File: src/rtl/filter_tap_sender_pkg.sv
// Shared message-bus definitions for the filter tap-setting protocol.
// Used by the tap sender and by the filter that consumes its messages.
package filter_tap_sender_pkg;

    // Message word layout: [flag | target id | length] for headers,
    // [0 | sign-extended tap] for payload words.
    localparam int MSG_WIDTH    = 32;
    localparam int MSG_FLAG_BIT = MSG_WIDTH - 1;
    localparam int MSG_ID_W     = 8;
    localparam int MSG_ID_LSB   = MSG_FLAG_BIT - MSG_ID_W;
    localparam int MSG_LEN_W    = MSG_ID_LSB;

    typedef enum logic [1:0] {
        ST_IDLE   = 2'd0,
        ST_HEADER = 2'd1,
        ST_SEND   = 2'd2
    } tx_state_e;

    function automatic logic [MSG_WIDTH-1:0] make_header(
        input logic [MSG_ID_W-1:0]  id,
        input logic [MSG_LEN_W-1:0] len
    );
        return {1'b1, id, len};
    endfunction

endpackage

File: src/rtl/filter_tap_sender_buffer.sv
// Local tap store: one synchronous write port, one registered read port.
// Contents are deliberately not reset; the host rewrites taps as needed.
module filter_tap_buffer #(
    parameter int TWIDTH     = 16,
    parameter int LENGTH     = 8,
    parameter int LOG_LENGTH = 3
) (
    input  logic                  clk,
    input  logic                  wr_en,
    input  logic [LOG_LENGTH-1:0] wr_addr,
    input  logic [TWIDTH-1:0]     wr_data,
    input  logic [LOG_LENGTH-1:0] rd_addr,
    output logic [TWIDTH-1:0]     rd_data
);

    logic [TWIDTH-1:0] mem [LENGTH];

    // Write when enabled; read data appears one cycle after the address.
    always_ff @(posedge clk) begin
        if (wr_en) begin
            mem[wr_addr] <= wr_data;
        end
        rd_data <= mem[rd_addr];
    end

endmodule

File: src/rtl/filter_tap_sender.sv
// Transmit side of the tap-setting protocol: sends header + LENGTH taps on
// start, otherwise forwards upstream bus traffic so senders can be chained.
module filter_tap_sender
    import filter_tap_sender_pkg::*;
#(
    parameter int TWIDTH     = 16,
    parameter int LENGTH     = 8,
    parameter int LOG_LENGTH = 3,
    parameter int TARGET_ID  = 1
) (
    input  logic                  clk,
    input  logic                  rst_n,
    input  logic                  tap_wr_en,
    input  logic [LOG_LENGTH-1:0] tap_wr_addr,
    input  logic [TWIDTH-1:0]     tap_wr_data,
    input  logic                  start,
    input  logic [MSG_WIDTH-1:0]  in_msg,
    input  logic                  in_msg_nd,
    output logic [MSG_WIDTH-1:0]  out_msg,
    output logic                  out_msg_nd,
    output logic                  busy,
    output logic                  error
);

    localparam logic [LOG_LENGTH:0]  LAST_CNT    = (LOG_LENGTH + 1)'(LENGTH);
    localparam logic [MSG_WIDTH-1:0] HEADER_WORD =
        make_header(MSG_ID_W'(TARGET_ID), MSG_LEN_W'(LENGTH));

    tx_state_e               state_q, state_d;
    logic [LOG_LENGTH:0]     cnt_q, cnt_d;
    logic [MSG_WIDTH-1:0]    out_msg_q, out_msg_d;
    logic                    out_nd_q, out_nd_d;
    logic                    error_q, error_d;
    logic [LOG_LENGTH-1:0]   rd_addr;
    logic [TWIDTH-1:0]       rd_data;
    logic                    wr_addr_ok;

    function automatic logic [MSG_WIDTH-1:0] tap_word(input logic signed [TWIDTH-1:0] tap);
        logic signed [MSG_WIDTH-2:0] ext;
        ext = (MSG_WIDTH - 1)'(tap);
        return {1'b0, ext};
    endfunction

    // Indices past the end only occur on the final prefetch; park them at 0.
    function automatic logic [LOG_LENGTH-1:0] next_addr(input logic [LOG_LENGTH:0] idx);
        return (idx < LAST_CNT) ? idx[LOG_LENGTH-1:0] : '0;
    endfunction

    assign wr_addr_ok = int'(tap_wr_addr) < LENGTH;

    filter_tap_buffer #(
        .TWIDTH    (TWIDTH),
        .LENGTH    (LENGTH),
        .LOG_LENGTH(LOG_LENGTH)
    ) u_buffer (
        .clk    (clk),
        .wr_en  (tap_wr_en && wr_addr_ok),
        .wr_addr(tap_wr_addr),
        .wr_data(tap_wr_data),
        .rd_addr(rd_addr),
        .rd_data(rd_data)
    );

    // State, counter, registered output word and sticky error flag.
    always_ff @(posedge clk or negedge rst_n) begin
        if (!rst_n) begin
            state_q   <= ST_IDLE;
            cnt_q     <= '0;
            out_msg_q <= '0;
            out_nd_q  <= 1'b0;
            error_q   <= 1'b0;
        end else begin
            state_q   <= state_d;
            cnt_q     <= cnt_d;
            out_msg_q <= out_msg_d;
            out_nd_q  <= out_nd_d;
            error_q   <= error_d;
        end
    end

    // Next-state, output mux and error detection. cnt_q is the index of the
    // tap currently on rd_data; the read address always runs one ahead.
    always_comb begin
        state_d   = state_q;
        cnt_d     = cnt_q;
        out_msg_d = '0;
        out_nd_d  = 1'b0;
        error_d   = error_q;
        rd_addr   = '0;

        case (state_q)
            ST_IDLE: begin
                if (start) begin
                    state_d   = ST_HEADER;
                    cnt_d     = '0;
                    out_msg_d = HEADER_WORD;
                    out_nd_d  = 1'b1;
                    if (in_msg_nd) error_d = 1'b1;
                end else begin
                    out_msg_d = in_msg;
                    out_nd_d  = in_msg_nd;
                end
            end
            ST_HEADER: begin
                state_d   = ST_SEND;
                cnt_d     = (LOG_LENGTH + 1)'(1);
                out_msg_d = tap_word(rd_data);
                out_nd_d  = 1'b1;
                rd_addr   = next_addr((LOG_LENGTH + 1)'(1));
                if (start || in_msg_nd) error_d = 1'b1;
            end
            ST_SEND: begin
                if (in_msg_nd) error_d = 1'b1;
                if (cnt_q == LAST_CNT) begin
                    // Last tap is on the bus; a new start chains straight on.
                    if (start) begin
                        state_d   = ST_HEADER;
                        cnt_d     = '0;
                        out_msg_d = HEADER_WORD;
                        out_nd_d  = 1'b1;
                    end else begin
                        state_d = ST_IDLE;
                    end
                end else begin
                    cnt_d     = cnt_q + 1'b1;
                    out_msg_d = tap_word(rd_data);
                    out_nd_d  = 1'b1;
                    rd_addr   = next_addr(cnt_q + 1'b1);
                    if (start) error_d = 1'b1;
                end
            end
            default: begin
                state_d = ST_IDLE;
            end
        endcase

        if (tap_wr_en && ((state_q != ST_IDLE) || !wr_addr_ok)) begin
            error_d = 1'b1;
        end
    end

    assign out_msg    = out_msg_q;
    assign out_msg_nd = out_nd_q;
    assign busy       = (state_q != ST_IDLE);
    assign error      = error_q;

endmodule

File: config.mk
export PLATFORM = sky130hd
export DESIGN_NAME = filter_tap_sender
export DESIGN_NICKNAME = d
export VERILOG_FILES = /design/src/rtl/filter_tap_sender_pkg.sv /design/src/rtl/filter_tap_sender_buffer.sv /design/src/rtl/filter_tap_sender.sv
export SDC_FILE = /design/constraint.sdc
export NUM_CORES = 1
export LEC_CHECK = 0
export CORE_ASPECT_RATIO = 1.5
export CORE_UTILIZATION = 55
export DETAILED_ROUTE_END_ITERATION = 10
export PLACE_DENSITY = 0.79
export SLEW_MARGIN = 40
export SYNTH_ARGS = -nofsm -noshare
export SYNTH_HDL_FRONTEND = slang
export SYNTH_SLANG_ARGS = --single-unit
File: constraint.sdc
create_clock -name clk -period 5 [get_ports clk]
set_clock_uncertainty 0.15 [all_clocks]
set_input_delay 1 -clock clk [delete_from_list [all_inputs] [get_ports clk]]
set_output_delay 1 -clock clk [all_outputs]
set_load 0.005 [all_outputs]
==> results.sh <==
export IMPL_status="complete, no violations"
export IMPL_r2r_end="u_buffer.rd_data[11]$_DFF_P_"
export IMPL_root_buffer="clkbuf_16"
export IMPL_hold_viol_final=0
export IMPL_cts_buffers=17
export IMPL_switching_share=0.286
export IMPL_cts_clk_slew_worst_paths_ns=0.07
export IMPL_postCtsSetupBuffers=0
export IMPL_wirelength_um=16000
export IMPL_io_buffers=90
export IMPL_insertion_delay_ns=0.43
export IMPL_rows=50
export IMPL_p_leak_nw=3.42
export IMPL_power_switching_w=0.00127
export IMPL_p_int_w=0.00317
export IMPL_min_period_over_period=0.660
export IMPL_synthArstFlopShare=0.217
export IMPL_synth_nets=581
export IMPL_drtAntennaViolNets=0
export IMPL_endpoint_kind="register"
export IMPL_viasPerCell=5.95
export IMPL_dpl_cell_count=752
export IMPL_path_class="register to register"
export IMPL_drv_slew=0
export IMPL_grt_pass1_wl_um=24600
export IMPL_yosysTopAreaCellShare=0.541
export IMPL_r2r_slack_ns=1.70
export IMPL_synth_edf_count=128
export IMPL_yosys_warnings=0
export IMPL_fin_tns_setup_ns=0
export IMPL_fin_crit_ns=3.30
export IMPL_yosys_area_top_type="edfxtp_1"
export IMPL_finalNonFillerCells=784
export IMPL_setup_slack_ns=1.70
export IMPL_nFillCells=829
export IMPL_initial_utilization=0.567
export IMPL_place_ws_ns=1.84
export IMPL_hold_path_depth=1
export IMPL_synthCells=517
export IMPL_combPwrFrac=0.271
export IMPL_hold_path_end="out_msg[9]$_DFF_PN0_"
export IMPL_fp_dieW_um=94.8
export IMPL_crit_arrival_ns=3.52
export IMPL_grt_pass1_vias=4610
export IMPL_power_density_mw_per_mm2=504
export IMPL_io_pins=91
export IMPL_synth_seq_area_share=0.728
export IMPL_drive_gt1_frac=0.0939
export IMPL_cap_violations=0
export IMPL_crit_fanout=29
export IMPL_antenna_found_initial=0
export IMPL_globalplace_congestion=0.893
export IMPL_ys_ff_latch=184
export IMPL_diodes=0
export IMPL_wl_per_cell_um=20.4
export IMPL_setup_viol=0
export IMPL_multi_input_comb_area_mm2=0.00182
export IMPL_max_freq_mhz=303
export IMPL_cts_path_max_buffers=2
export IMPL_peakVddDrop_mv=0.279
export IMPL_ys_types=43
export IMPL_ys_top_cells_by_area="edfxtp_1, dfrtp_1, nand2_1"
export IMPL_r2r_cells=8
export IMPL_seqPwrFrac=0.437
export IMPL_fin_nets=679
export IMPL_htreeDepth=4
export IMPL_first_pass_iters=5
export IMPL_startpoint="state_q[0]$_DFFE_PN0P_"
export IMPL_grt_remaining_overflow=0
export IMPL_critical_path_required_ns=5.22
export IMPL_crit_path_start_kind="register"
export IMPL_dieArea_mm2=0.0134
export IMPL_vias=4662
export IMPL_syn_cell_area_mm2=0.00710
export IMPL_cts_tree="built"
export IMPL_cts_resized=0
export IMPL_ys_flop_type="edfxtp_1"
export IMPL_min_path_type="register to register"
export IMPL_clock_sinks=184
export IMPL_worst_path_max_delay_cell="o21a_1"
export IMPL_worstReg2RegStart="state_q[0]$_DFFE_PN0P_"
export IMPL_rsz0062_at_grt="no"
export IMPL_power_frac_clock=0.292
export IMPL_min_delay_start="u_buffer.rd_data[9]$_DFF_P_"
export IMPL_cp_slowest_stage_delay_ns=0.69
export IMPL_coreArea_mm2=0.0125
export IMPL_die_h_um=141
export IMPL_dpl_hpwl_um=10600
export IMPL_seq_area_mm2=0.00516
export IMPL_drcViolationCount=0
export IMPL_worst_slew_pin_transition_ns=0.861
export IMPL_power_total_w=0.00444
export IMPL_syn_avg_cell_area_um2=13.7
export IMPL_grt_usage=0.254
export IMPL_grt_max_degree=41
export IMPL_crit_chain="inv_1 -> ha_1 -> nor3b_1 -> o21a_1 -> buf_4 -> nand2_1 -> a32oi_1 -> and3_1"
export IMPL_timing_slew_headroom=0.424
export IMPL_first_iter_violations=542
export IMPL_area_growth_pct=24.0
export IMPL_hold_buffers=0
[metal layers]
layer | up-vias | part of all wire | global-route usage
met1 | 2263 | 0.39 | 0.327
met5 | - | 0 | 0
met2 | 273 | 0.51 | 0.409
met4 | 0 | 0.028 | 0.112
met3 | 40 | 0.081 | 0.0577
li1 | 2086 | - | -
[registers in the layout, summed over array words and instances (netlist names)]
signal and flops:
out_msg_nd 1, error 1, out_msg 32, u_buffer.rd_data 16, cnt_q 4, u_buffer.mem 128
state_q 2
[final cells by class]
cell class	count	share of cell area
inverters	8	0.00341
clock buffers	23	0.0558
well taps	156	0.0222
flip-flops and latches	184	0.587
multi-input cells	300	0.207
repair buffers	104	0.115
clock inverters	9	0.0102
[synth_stat cells (2+ instances only)]
master,n
a21o_1,10
a21oi_1,12
a22o_1,15
a31oi_1,2
a32oi_1,16
and2_1,3
and3_1,16
buf_2,8
buf_4,4
clkbuf_1,12
dfrtp_1,40
dfxtp_1,16
edfxtp_1,128
ha_1,8
inv_1,8
mux2i_1,16
nand2_1,109
nand2b_1,4
nand3_1,34
nand3b_1,3
nor2_1,15
nor2_2,2
nor3_1,3
nor3b_1,2
o21ai_0,11
o22ai_1,3
[cell usage in the layout (no fill, tap or decap), types with 3 or more instances in the layout]
master,count
a21o_1,10
dfxtp_1,16
nand2b_1,4
a22o_1,15
nand3_1,34
a32oi_1,16
ha_1,8
clkinv_4,4
nor2_1,15
o21ai_0,11
nor3_2,3
buf_4,14
nand3b_1,3
mux2i_1,16
nand2_1,109
dfrtp_1,40
and3_1,16
o22ai_1,3
inv_1,8
clkbuf_16,18
clkdlybuf4s50_1,89
edfxtp_1,128
and2_1,3
a21oi_1,12
[through the flow]
stage	utilization	hold slack (ns)	area [µm²]
after floorplan	-	0.260	7100
after global placement	0.654	0.278	8180
after detailed placement	0.657	0.286	8220
after CTS	0.704	0.302	8800
after global routing	0.704	0.305	8800
final	0.704	0.303	8800
[power groups by stage]
stage	clock, W	sequential [W]	combinational (W)
global route	0.00136	0.00196	0.00131
floorplan	0	0.00196	0.000674
finish	0.00129	0.00194	0.00120
CTS	0.00130	0.00194	0.00120
global placement	0	0.00196	0.00112
detailed placement	0	0.00197	0.00119
[worst max-delay path: cells and delay by family (launching register included)]
family	cells	cell delay, ns
compound gates	2	0.93
simple gates	3	0.77
buf+inv	2	0.59
flops	1	0.45
fa+ha+maj	1	0.33
[how the worst max path moves through the flow]
stage | endpoint | cells after the start
floorplan | u_buffer.mem[0][0]$_DFFE_PP_ | 2
global placement | u_buffer.rd_data[9]$_DFF_P_ | 8
detailed placement | u_buffer.rd_data[9]$_DFF_P_ | 8
CTS | u_buffer.rd_data[11]$_DFF_P_ | 8
global route | u_buffer.rd_data[11]$_DFF_P_ | 8
finish | u_buffer.rd_data[11]$_DFF_P_ | 8
[logic make-up (layout without fill, tap and decap cells)]
logic type / Yosys count / in the layout / share of synthesized area
multiplexers: 16 / 16 / 0.0226
AO/OA/AOI/OAI: 79 / 79 / 0.0848
XOR/XNOR: 1 / 1 / 0.00229
AND/OR/NAND/NOR: 196 / 196 / 0.127
flip-flops: 184 / 184 / 0.728
adder cells (fa/ha/maj): 8 / 8 / 0.0141
buffers and inverters: 33 / 144 / 0.0220
(Power assumes the default switching activity.)
